<file path="config.mk">
export PLATFORM = sky130hd
export DESIGN_NAME = tipi_rpi_shift
export DESIGN_NICKNAME = d
export VERILOG_FILES = /design/src/rtl/tipi_pkg.sv /design/src/rtl/tipi_sync_edge.sv /design/src/rtl/tipi_rpi_shift.sv
export SDC_FILE = /design/constraint.sdc
export NUM_CORES = 1
export LEC_CHECK = 0
export CAP_MARGIN = 20
export CORE_UTILIZATION = 52
export CTS_BUF_LIST = sky130_fd_sc_hd__clkbuf_8
export CTS_CLUSTER_DIAMETER = 100
export DETAILED_ROUTE_END_ITERATION = 6
export PLACE_DENSITY = 0.78
export SLEW_MARGIN = 20
export SYNTH_ARGS = -nofsm -noshare
export SYNTH_HDL_FRONTEND = slang
export SYNTH_SLANG_ARGS = --single-unit
export TNS_END_PERCENT = 30
</file>
<file path="constraint.sdc">
create_clock -name clk -period 2 [get_ports clk]
set_clock_uncertainty 0.15 [all_clocks]
set_input_delay 0.6 -clock clk [delete_from_list [all_inputs] [get_ports clk]]
set_output_delay 0.6 -clock clk [all_outputs]
set_load 0.01 [all_outputs]
</file>
<file path="src/rtl/tipi_pkg.sv">
// Shared definitions for the TIPI RPi-side serial port: register
// selects, default register width and the shift FSM state encoding.
package tipi_pkg;

    localparam int TIPI_WIDTH = 8;

    localparam logic [1:0] SEL_TD = 2'b00;
    localparam logic [1:0] SEL_TC = 2'b01;
    localparam logic [1:0] SEL_RD = 2'b10;
    localparam logic [1:0] SEL_RC = 2'b11;

    typedef enum logic [1:0] {
        ST_IDLE   = 2'd0,
        ST_LOAD   = 2'd1,
        ST_SHIFT  = 2'd2,
        ST_COMMIT = 2'd3
    } tipi_state_t;

endpackage

</file>
<file path="src/rtl/tipi_sync_edge.sv">
// Multi-flop synchroniser for asynchronous RPi strobes. The level output
// is the last synchroniser stage; rise/fall are single-cycle pulses taken
// against one further registered copy of that level.
module tipi_sync_edge #(
    parameter int SYNC_FF = 2,
    parameter int W       = 1
) (
    input  logic         clk,
    input  logic         ti_reset,
    input  logic [W-1:0] d,
    output logic [W-1:0] q,
    output logic [W-1:0] rise,
    output logic [W-1:0] fall
);

    logic [SYNC_FF-1:0][W-1:0] sync;
    logic [W-1:0]              prev;

    // Shift the raw input through the synchroniser and keep one delayed copy for edges.
    always_ff @(posedge clk or negedge ti_reset) begin
        if (!ti_reset) begin
            sync <= '0;
            prev <= '0;
        end else begin
            sync <= {sync[SYNC_FF-2:0], d};
            prev <= sync[SYNC_FF-1];
        end
    end

    assign q    = sync[SYNC_FF-1];
    assign rise = q & ~prev;
    assign fall = ~q & prev;

endmodule

</file>
<file path="src/rtl/tipi_rpi_shift.sv">
// RPi-side serial port for the TIPI latches. One transaction per r_le
// pulse: LOAD captures TD/TC (or clears for RD/RC writes), SHIFT moves
// bits MSB first on each synchronised sclk rise, COMMIT atomically
// updates RD/RC only when exactly WIDTH bits were clocked.
module tipi_rpi_shift import tipi_pkg::*; #(
    parameter int WIDTH   = TIPI_WIDTH,
    parameter int SYNC_FF = 2
) (
    input  logic             clk,
    input  logic             ti_reset,
    input  logic [WIDTH-1:0] td_in,
    input  logic [WIDTH-1:0] tc_in,
    input  logic             r_sclk,
    input  logic             r_le,
    input  logic [1:0]       r_sel,
    input  logic             r_din,
    output logic             r_dout,
    output logic [WIDTH-1:0] rd_q,
    output logic [WIDTH-1:0] rc_q,
    output logic             xfer_err
);

    // Counter holds 0..WIDTH+1; WIDTH+1 marks "too many clocks" and sticks.
    localparam int             CW       = $clog2(WIDTH + 2);
    localparam logic [CW-1:0]  CNT_FULL = CW'(WIDTH);
    localparam logic [CW-1:0]  CNT_SAT  = CW'(WIDTH + 1);

    logic sclk_rise, le_rise, le_fall;
    logic din_s;
    logic [1:0] sel_s;
    // Edge pulses of the data/select synchronisers have no consumer.
    logic sclk_fall_nc, din_rise_nc, din_fall_nc;
    logic [1:0] sel_rise_nc, sel_fall_nc;
    logic sclk_s_nc, le_s_nc;

    tipi_sync_edge #(.SYNC_FF(SYNC_FF), .W(1)) u_sync_sclk (
        .clk(clk), .ti_reset(ti_reset), .d(r_sclk),
        .q(sclk_s_nc), .rise(sclk_rise), .fall(sclk_fall_nc)
    );

    tipi_sync_edge #(.SYNC_FF(SYNC_FF), .W(1)) u_sync_le (
        .clk(clk), .ti_reset(ti_reset), .d(r_le),
        .q(le_s_nc), .rise(le_rise), .fall(le_fall)
    );

    tipi_sync_edge #(.SYNC_FF(SYNC_FF), .W(1)) u_sync_din (
        .clk(clk), .ti_reset(ti_reset), .d(r_din),
        .q(din_s), .rise(din_rise_nc), .fall(din_fall_nc)
    );

    tipi_sync_edge #(.SYNC_FF(SYNC_FF), .W(2)) u_sync_sel (
        .clk(clk), .ti_reset(ti_reset), .d(r_sel),
        .q(sel_s), .rise(sel_rise_nc), .fall(sel_fall_nc)
    );

    tipi_state_t      state, state_n;
    logic [1:0]       sel_q, sel_n;
    logic [WIDTH-1:0] shreg, shreg_n;
    logic [CW-1:0]    bitcnt, bitcnt_n;
    logic [WIDTH-1:0] rd_n, rc_n;
    logic             err_n;

    // State register.
    always_ff @(posedge clk or negedge ti_reset) begin
        if (!ti_reset) state <= ST_IDLE;
        else           state <= state_n;
    end

    // Next-state and datapath next values; everything holds unless a state acts on it.
    always_comb begin
        state_n  = state;
        sel_n    = sel_q;
        shreg_n  = shreg;
        bitcnt_n = bitcnt;
        rd_n     = rd_q;
        rc_n     = rc_q;
        err_n    = xfer_err;
        case (state)
            ST_IDLE: begin
                if (le_rise) begin
                    sel_n   = sel_s;
                    state_n = ST_LOAD;
                end
            end
            ST_LOAD: begin
                case (sel_q)
                    SEL_TD:  shreg_n = td_in;
                    SEL_TC:  shreg_n = tc_in;
                    default: shreg_n = '0;
                endcase
                bitcnt_n = '0;
                state_n  = ST_SHIFT;
            end
            ST_SHIFT: begin
                // A shift coincident with le_fall still lands before COMMIT.
                if (sclk_rise) begin
                    shreg_n = {shreg[WIDTH-2:0], din_s};
                    if (bitcnt != CNT_SAT) bitcnt_n = bitcnt + CW'(1);
                end
                if (le_fall) state_n = ST_COMMIT;
            end
            ST_COMMIT: begin
                if (bitcnt == CNT_FULL) begin
                    if (sel_q == SEL_RD) rd_n = shreg;
                    if (sel_q == SEL_RC) rc_n = shreg;
                end else begin
                    err_n = 1'b1;
                end
                state_n = ST_IDLE;
            end
            default: state_n = ST_IDLE;
        endcase
    end

    // Datapath registers; r_dout trails the shift register MSB by one cycle.
    always_ff @(posedge clk or negedge ti_reset) begin
        if (!ti_reset) begin
            sel_q    <= SEL_TD;
            shreg    <= '0;
            bitcnt   <= '0;
            rd_q     <= '0;
            rc_q     <= '0;
            xfer_err <= 1'b0;
            r_dout   <= 1'b0;
        end else begin
            sel_q    <= sel_n;
            shreg    <= shreg_n;
            bitcnt   <= bitcnt_n;
            rd_q     <= rd_n;
            rc_q     <= rc_n;
            xfer_err <= err_n;
            r_dout   <= shreg[WIDTH-1];
        end
    end

endmodule
</file>
* After elaboration in Yosys (flattened, before gate mapping)
Index checks and enable logic that the tools add are counted.
** Storage, ports and cells
- Flip-flop bits (word level) :: 46
- Bits in read-only memories :: 0
- Memories :: 0
- Logic and storage cells :: 57
- Input bits :: 23
- Output and inout bits :: 18
- Bits in latches :: 0
- Bits in writable memories :: 0
** Operators by class
- Multipliers :: 0
- Eq/ne operators :: 12
- Bitwise gates (word level) :: 7
- Add/sub/neg operators :: 1
- Shift-type cells :: 0
- Divide/modulo/power cells :: 0
- Mux-type cells :: 9
- $lt $le $gt $ge :: 0
- Reduce and logical (&&, ||, !) cells :: 10
** Operator list (count)
- one-hot mux 8 bit (2 select lines) :: 2
- AND reduction 3 bit :: 3
- == test 2 bit, second input constant :: 4
- 2-to-1 mux 4 bit :: 2
- 2-to-1 mux 8 bit :: 1
- != test 2 bit, second input constant :: 4
- one-hot mux 2 bit (4 select lines) :: 1
- one-hot mux 4 bit (2 select lines) :: 1
- AND reduction 2 bit :: 4
- adder 4 x 1 -> 4 bit, second input constant :: 1
- == test 2 x 1 -> 1 bit, second input constant :: 2
- == test 4 bit, second input constant :: 1
- logical NOT 2 bit :: 2
- 2-to-1 mux 2 bit :: 2
- != test 4 bit, second input constant :: 1
- NOT 1 bit :: 4
- bitwise AND 1 bit :: 3
- nonzero test 2 bit :: 1

* Longest topological paths before layout
Gate-level depths: netlist of the first run.
- Depth in word-level cells :: 4
- Gate-level depth with buffers :: 8
- Mapped depth without buffers :: 6

* Modules after synthesis
From an unflattened synthesis of the first run, not the netlist that was laid out.
** Unflattened totals
- Cells, all modules :: 158
- Area total of the unflattened synthesis :: 2185.8 um^2
** Modules (own cells, without submodules)
- tipi_rpi_shift :: seq. area each 850.8 um^2, cells an instance 131, instances 1, area an instance 1715.4 um^2
- tipi_sync_edge (u_sync_din ...) :: seq. area each 75.1 um^2, cells an instance 5, instances 3, area an instance 90.1 um^2
- tipi_sync_edge (u_sync_sel) :: seq. area each 150.1 um^2, cells an instance 12, instances 1, area an instance 200.2 um^2

* Worst setup path after synthesis of the first run
No wires, ideal clock.
- Path type :: flip-flop to flip-flop
- Start :: register bitcnt[0]
- End :: register rd_q[0]
- Library setup time :: 0.125 ns
- Path buffers :: 0
- Clock period less this slack :: 1.721 ns
- Slack :: 0.279 ns
- Data arrival time :: 1.446 ns
- Stages on the path, launching flop included :: 7
- Required time :: 1.725 ns
- Cells stage by stage :: dfrtp_1 > inv_1 > ha_1 > and3b_2 > nand3_4 > nor2_8 > mux2_4
** On the way
- Cells in the longest elaborated chain, start to end :: 2
** Ends and longest elaborated chain
- start: declaration :: RTL line tipi_rpi_shift.sv:59 : logic [CW-1:0] bitcnt, bitcnt_n;
- start signal: assignment :: RTL line tipi_rpi_shift.sv:128 : bitcnt <= bitcnt_n;
- == test 4 bit :: RTL line tipi_rpi_shift.sv:103 : if (bitcnt == CNT_FULL) begin
- AND reduction 3 bit (no line)
- end signal: assignment :: RTL line tipi_rpi_shift.sv:129 : rd_q <= rd_n;
- end: declaration :: RTL line tipi_rpi_shift.sv:18 : output logic [WIDTH-1:0] rd_q,
Every way passes these cells.
A chain may end at the register's enable or synchronous reset.

* Worst setup path after layout of the first run
- Start :: register rd_q[0]
- End :: output port rd_q[0]
No word-level cell between the ends.

==> results of run 1 <==
-- power by group through the flow --
stage | sequential [W] | combinational [W] | clock [W]
6_report | 0.00132 | 0.000858 | 0.000544
5_1_grt | 0.00134 | 0.000957 | 0.000606
3_3_place_gp | 0.00132 | 0.000823 | 0
4_1_cts | 0.00131 | 0.000867 | 0.000563
2_1_floorplan | 0.00123 | 0.000677 | 0
3_5_place_dp | 0.00133 | 0.000859 | 0
-- sequential cells by signal (all words and copies together), names as in the netlist --
register,flops
state,2
u_sync_le.sync,1
u_sync_sel.q,2
u_sync_le.q,1
rd_q,8
u_sync_sclk.q,1
u_sync_sclk.prev,1
r_dout,1
u_sync_sclk.sync,1
u_sync_le.prev,1
u_sync_sel.sync,2
xfer_err,1
u_sync_din.sync,1
rc_q,8
bitcnt,4
u_sync_din.q,1
sel_q,2
shreg,8
-- per-layer routing --
layer | wire (um) | up-vias | GRT usage, % | share of wire (%)
met4 | 51 | 0 | 7.67 | 1.4
met2 | 1800 | 30 | 33.9 | 51
li1 | - | 595 | - | -
met3 | 157 | 6 | 6.07 | 4.4
met1 | 1530 | 627 | 24.2 | 43
met5 | 0 | - | 0 | 0
-- cell families after synthesis --
| kind of cell | after synthesis | synth area share [%] |
|---|---|---|
| xor+xnor | 1 | 0.440 |
| buf+inv | 10 | 2.33 |
| mux | 30 | 18.3 |
| fa+ha+maj | 8 | 5.03 |
| compound gates | 23 | 7.30 |
| flops | 46 | 57.9 |
| simple gates | 26 | 8.74 |
-- synthesized netlist by cell type, drive strengths merged --
cell | instances | area share, %
o32a | 1 | 0.50
dfrtp | 46 | 58
nor2 | 12 | 3.1
a21oi | 10 | 2.5
ha | 8 | 5.0
xnor2 | 1 | 0.44
inv | 6 | 1.1
and3b | 1 | 0.50
nand2b | 1 | 0.31
nand3b | 2 | 0.75
o21bai | 1 | 0.38
nor2b | 2 | 0.63
nand4b | 1 | 0.44
a22oi | 8 | 3.0
nand4 | 1 | 1.1
buf | 3 | 1.0
mux2i | 3 | 1.5
mux2 | 27 | 17
nand2 | 3 | 0.57
nand3 | 3 | 1.4
a21boi | 1 | 0.38
clkbuf | 1 | 0.19
o21ai | 2 | 0.50
-- metrics by stage --
| stage | setup slack [ns] | total power, W | hold slack, ns |
|---|---|---|---|
| floorplan | 0.279 | 0.00191 | 0.154 |
| global placement | 0.134 | 0.00214 | 0.182 |
| detailed placement | 0.110 | 0.00219 | 0.186 |
| CTS | 0.0310 | 0.00274 | 0.104 |
| global route | 0.00356 | 0.00290 | 0.122 |
| finish | 0.0515 | 0.00272 | 0.0953 |
-- worst max path at each step --
| stage | startpoint | to | depth (start not counted) |
|---|---|---|---|
| after floorplan | bitcnt[0]$_DFFE_PN0P_ | rd_q[0]$_DFFE_PN0P_ | 6 |
| after global placement | tc_in[7] | shreg[7]$_DFFE_PN0P_ | 4 |
| after detailed placement | state[0]$_DFFE_PN0P_ | shreg[7]$_DFFE_PN0P_ | 5 |
| after CTS | rd_q[4]$_DFFE_PN0P_ | rd_q[4] | 1 |
| after global routing | rc_q[2]$_DFFE_PN0P_ | rc_q[2] | 1 |
| final | rd_q[0]$_DFFE_PN0P_ | rd_q[0] | 1 |
-- cell type report --
type,instances,area share [%]
Clock buffer,5,2.69
Multi-Input combinational cell,88,31.1
Inverter,6,0.881
Timing Repair Buffer,43,17.1
Sequential cell,46,45.0
Tap cell,48,2.35
Clock inverter,3,0.832
==> out/metrics.yaml, run 1 <==
power_and_ir_drop:
  p_sw_share_pct: 35.1
  p_per_area_nw_per_um2: 1060
  seqPwrFrac_pct: 48.4
  internal_power_w: 0.00176
  peakVddDrop_uv: 974
  clkPwrFrac_pct: 20.0
  leakage_nw: 1.21
  p_sw_w: 0.000954
  pwr-share-comb_pct: 31.6
routing:
  detail-route-antenna-nets: 0
  vias: 1258
  avgRoutedWirePerCell_um: 14.8
  wl_mm: 3.54
  dr.pass1.iters: 4
  remaining_drc_errors: 0
  viasPerCell: 5.26
  drt_iter0_markers: 24
finish:
  seqCellArea_um2: 1150
  multiInputGateArea_um2: 795
  drive_gt1_share_pct: 23.0
  fin_cells: 239
  design_area_um2: 2560
  final_cell_mix: "dfrtp_1 (46), clkdlybuf4s50_1 (36), mux2_2 (19), a21oi_1 (10), nor2_1 (10)"
  layout.nets: 221
  area_growth_pct: 28.5
  num_antenna_cells: 0
  finish.utilization_pct: 69.8
  final_common_cell: "dfrtp_1"
  num-fill-cells: 261
yosys:
  synth_cells: 144
  yosysSeqAreaShare_pct: 57.9
  post_synth.cell_area_avg_um2: 13.8
  ys_ff_latch: 46
  synth_nets: 175
  netlist_area_um2: 1990
  synth.distinct_cells: 28
  yosysWarnings: 0
sta:
  setup_violations: 0
  fin_crit_ns: 1.95
  rsz0062_at_grt: "false"
  hold_viol_final: 0
  post-route-period-util_pct: 97.4
  maxSlewViolCount: 0
  tightest_slew_ns: 0.662
  relSlewSlack_pct: 55.9
  setup_tns_ns: 0
  max_freq_mhz: 513
placement:
  gp_congestion: 0.760
  io_buffers: 40
  place_area_um2: 2460
  place_inst: 231
  post-dp-hpwl_mm: 2.65
global_route:
  overflow: 0
  antenna_found_initial: 0
  grt_max_degree: 28
  grt_pass1_vias: 1301
  grt_util_all_layers_pct: 20.2
  grt_first_pass_wirelength_mm: 6.03
clock_tree:
  hold_buffers: 0
  cts_inserted_buffers: 5
  cts_tree: "done"
  htree_levels: 2
  cts.sinks: 46
  cts_resized: 0
  clock_latency_ns: 0.30
  clk_pin_slew_ns: 0.08
  cts-root-buf: "clkbuf_8"
  post-cts-setup-buffers: 0
  cts_buffer_depth: 2
setup_path:
  reg2reg_slack_ns: 0.15
  crit_buf_inv: 1
  critPathRequiredTime_ns: 1.25
  endpoint_kind: "primary output"
  reg2reg_from: "bitcnt[0]$_DFFE_PN0P_"
  ff2ff_path_depth: 6
  cp_slowest_cell: "clkdlybuf4s50_1"
  cp_max_fo: 2
  cp_top_family: "buffers and inverters"
  crit_arrival_ns: 1.20
  cpPeakStageDelay_ns: 0.54
  reg2reg_to: "rd_q[3]$_DFFE_PN0P_"
  crit_chain: "clkdlybuf4s50_1"
  path_class: "reg -> out"
  start_kind: "flop"
job:
  maxCapViolations: 0
floorplan:
  start_util_pct: 54.3
  core_area_um2: 3660
  dieHeight_um: 63.9
  die_w_um: 63.9
  die-area_um2: 4080
  placementRows: 22
  io_pins: 41
worst_hold_path:
  min_path_type: "in -> async"
status:
  status: "complete, no violations"
Note: power is estimated with default switching activity, not from simulation.
==> run 2: changes to the inputs <==
--- a/config.mk
+++ b/config.mk
@@ -10,6 +10,7 @@
 export CTS_BUF_LIST = sky130_fd_sc_hd__clkbuf_8
 export CTS_CLUSTER_DIAMETER = 100
 export DETAILED_ROUTE_END_ITERATION = 6
+export MAX_ROUTING_LAYER = met4
 export PLACE_DENSITY = 0.78
 export SLEW_MARGIN = 20
 export SYNTH_ARGS = -nofsm -noshare
==> out/metrics.yaml, run 2 (synthesis results as in run 1) <==
global_route:
  grt_pass1_vias: 1302  # was 1301
  grt_util_all_layers_pct: 20.7  # was 20.2%
  use_met3_pct: 6.07  # unchanged
  use_met1_pct: 24.2  # unchanged
  busiest_layer: "met2"  # unchanged
  grt_max_degree: 28  # unchanged
  antenna_found_initial: 0  # unchanged
  overflow: 0  # unchanged
  use_met2_pct: 33.9  # unchanged
  grt_first_pass_wirelength_mm: 6.03  # unchanged
clock_tree:
  clock_latency_ns: 0.30  # about the same
  clk_pin_slew_ns: 0.08  # about the same
  htree_levels: 2  # unchanged
  cts_tree: "done"  # unchanged
  post-cts-setup-buffers: 0  # unchanged
  cts_buffer_depth: 2  # unchanged
  cts-root-buf: "clkbuf_8"  # unchanged
  cts_inserted_buffers: 5  # unchanged
  cts.sinks: 46  # unchanged
sta:
  tightest_slew_ns: 0.661  # was 0.662 ns
  fin_crit_ns: 1.95  # about the same
  rsz0062_at_grt: "false"  # unchanged
  relSlewSlack_pct: 55.9  # about the same
  setup_violations: 0  # unchanged
  max_freq_mhz: 513  # about the same
  hold_viol_final: 0  # unchanged
  post-route-period-util_pct: 97.4  # about the same
  setup_tns_ns: 0  # unchanged
  maxSlewViolCount: 0  # unchanged
routing:
  detail-route-antenna-nets: 0  # unchanged
  wl_mm: 3.54  # about the same
  remaining_drc_errors: 0  # unchanged
  drt_iter0_markers: 29  # was 24
  vias: 1257  # was 1258
  viasPerCell: 5.26  # about the same
  avgRoutedWirePerCell_um: 14.8  # about the same
  dr.pass1.iters: 4  # unchanged
floorplan:
  placementRows: 22  # unchanged
  dieHeight_um: 63.9  # unchanged
  io_pins: 41  # unchanged
  start_util_pct: 54.3  # unchanged
  core_area_um2: 3660  # unchanged
  die_w_um: 63.9  # unchanged
  die-area_um2: 4080  # unchanged
setup_path:
  start_kind: "flop"  # unchanged
  cp_top_family: "buffers and inverters"  # unchanged
  path_class: "reg -> out"  # unchanged
  cp_slowest_cell: "clkdlybuf4s50_1"  # unchanged
  ff2ff_path_depth: 6  # unchanged
  reg2reg_slack_ns: 0.16  # was 0.15 ns
  cpPeakStageDelay_ns: 0.54  # about the same
  critPathRequiredTime_ns: 1.25  # about the same
  reg2reg_from: "bitcnt[0]$_DFFE_PN0P_"  # unchanged
  reg2reg_to: "rd_q[3]$_DFFE_PN0P_"  # unchanged
  crit_buf_inv: 1  # unchanged
  cp_max_fo: 2  # unchanged
  crit_arrival_ns: 1.20  # about the same
  endpoint_kind: "primary output"  # unchanged
  crit_chain: "clkdlybuf4s50_1"  # unchanged
finish:
  final_common_cell: "dfrtp_1"  # unchanged
  num_antenna_cells: 0  # unchanged
  top_regs: "rc_q: 8 flops, rd_q: 8 flops, shreg: 8 flops"  # unchanged
  area_growth_pct: 28.5  # unchanged
  layout.nets: 221  # unchanged
  drive_gt1_share_pct: 23.0  # unchanged
  design_area_um2: 2560  # unchanged
  final_cell_mix: "dfrtp_1 (46), clkdlybuf4s50_1 (36), mux2_2 (19), a21oi_1 (10), nor2_1 (10)"  # unchanged
power_and_ir_drop:
  p_per_area_nw_per_um2: 1060  # about the same
  leakage_nw: 1.21  # unchanged
  peakVddDrop_uv: 973  # was 974 uV
job:
  maxCapViolations: 0  # unchanged
worst_hold_path:
  min_path_type: "in -> async"  # unchanged
placement:
  io_buffers: 40  # unchanged
  gp_congestion: 0.770  # was 0.760
  post-dp-hpwl_mm: 2.65  # unchanged
  place_area_um2: 2460  # unchanged
status:
  status: "complete, no violations"  # unchanged
## run 2: cell counts in the layout (fill, tap and decap cells not counted)
No cell type changed its count.
## run 2: report_power, final
part | internal, W | switching (W)
logic | 0.000424 | 0.000434
registers | 0.00109 | 0.000220
clock network | 0.000245 | 0.000301
total | 0.00176 | 0.000955
## run 2: timing repair
item | CTS | global route
gates resized for setup | 0 | 4
endpoints found under the setup margin | 0 | 5
hold buffers | 0 | 0
## run 2: layout make-up
type                       count  area (um2)
clock buffer                   5        68.8
clock inverter                 3        21.3
fill                         261        1100
inverter                       6        22.5
multi-input combinational     88         795
sequential                    46        1150
tap                           48        60.1
timing repair buffer          43         438
## run 2: worst max-delay path by stage
stage / cells past startpoint / slack (ns) / startpoint / endpoint
after CTS: 1 / 0.03 / rd_q[4]$_DFFE_PN0P_ / rd_q[4]
after detailed placement: 5 / 0.11 / state[0]$_DFFE_PN0P_ / shreg[7]$_DFFE_PN0P_
after global placement: 4 / 0.13 / tc_in[7] / shreg[7]$_DFFE_PN0P_
final: 1 / 0.05 / rd_q[0]$_DFFE_PN0P_ / rd_q[0]
after floorplan: 6 / 0.28 / bitcnt[0]$_DFFE_PN0P_ / rd_q[0]$_DFFE_PN0P_
after global routing: 1 / 0.004 / rc_q[2]$_DFFE_PN0P_ / rc_q[2]
## run 2: per-layer routing
metal	up-vias	routed length, um
met3	6	156
met5	-	0
met1	625	1550
met2	30	1790
li1	596	-
met4	0	48
## run 2: through the flow
stage          std cells  hold WS (ns)  total power, W  util (%)  setup slack, ns
2_1_floorplan        144         0.154         0.00191         -            0.279
3_3_place_gp         231         0.182         0.00214      67.1            0.134
3_5_place_dp         231         0.186         0.00219      67.1            0.110
4_1_cts              239         0.104         0.00274      69.5           0.0310
5_1_grt              239         0.122         0.00290      69.8          0.00384
6_report             239        0.0927         0.00272      69.8           0.0516
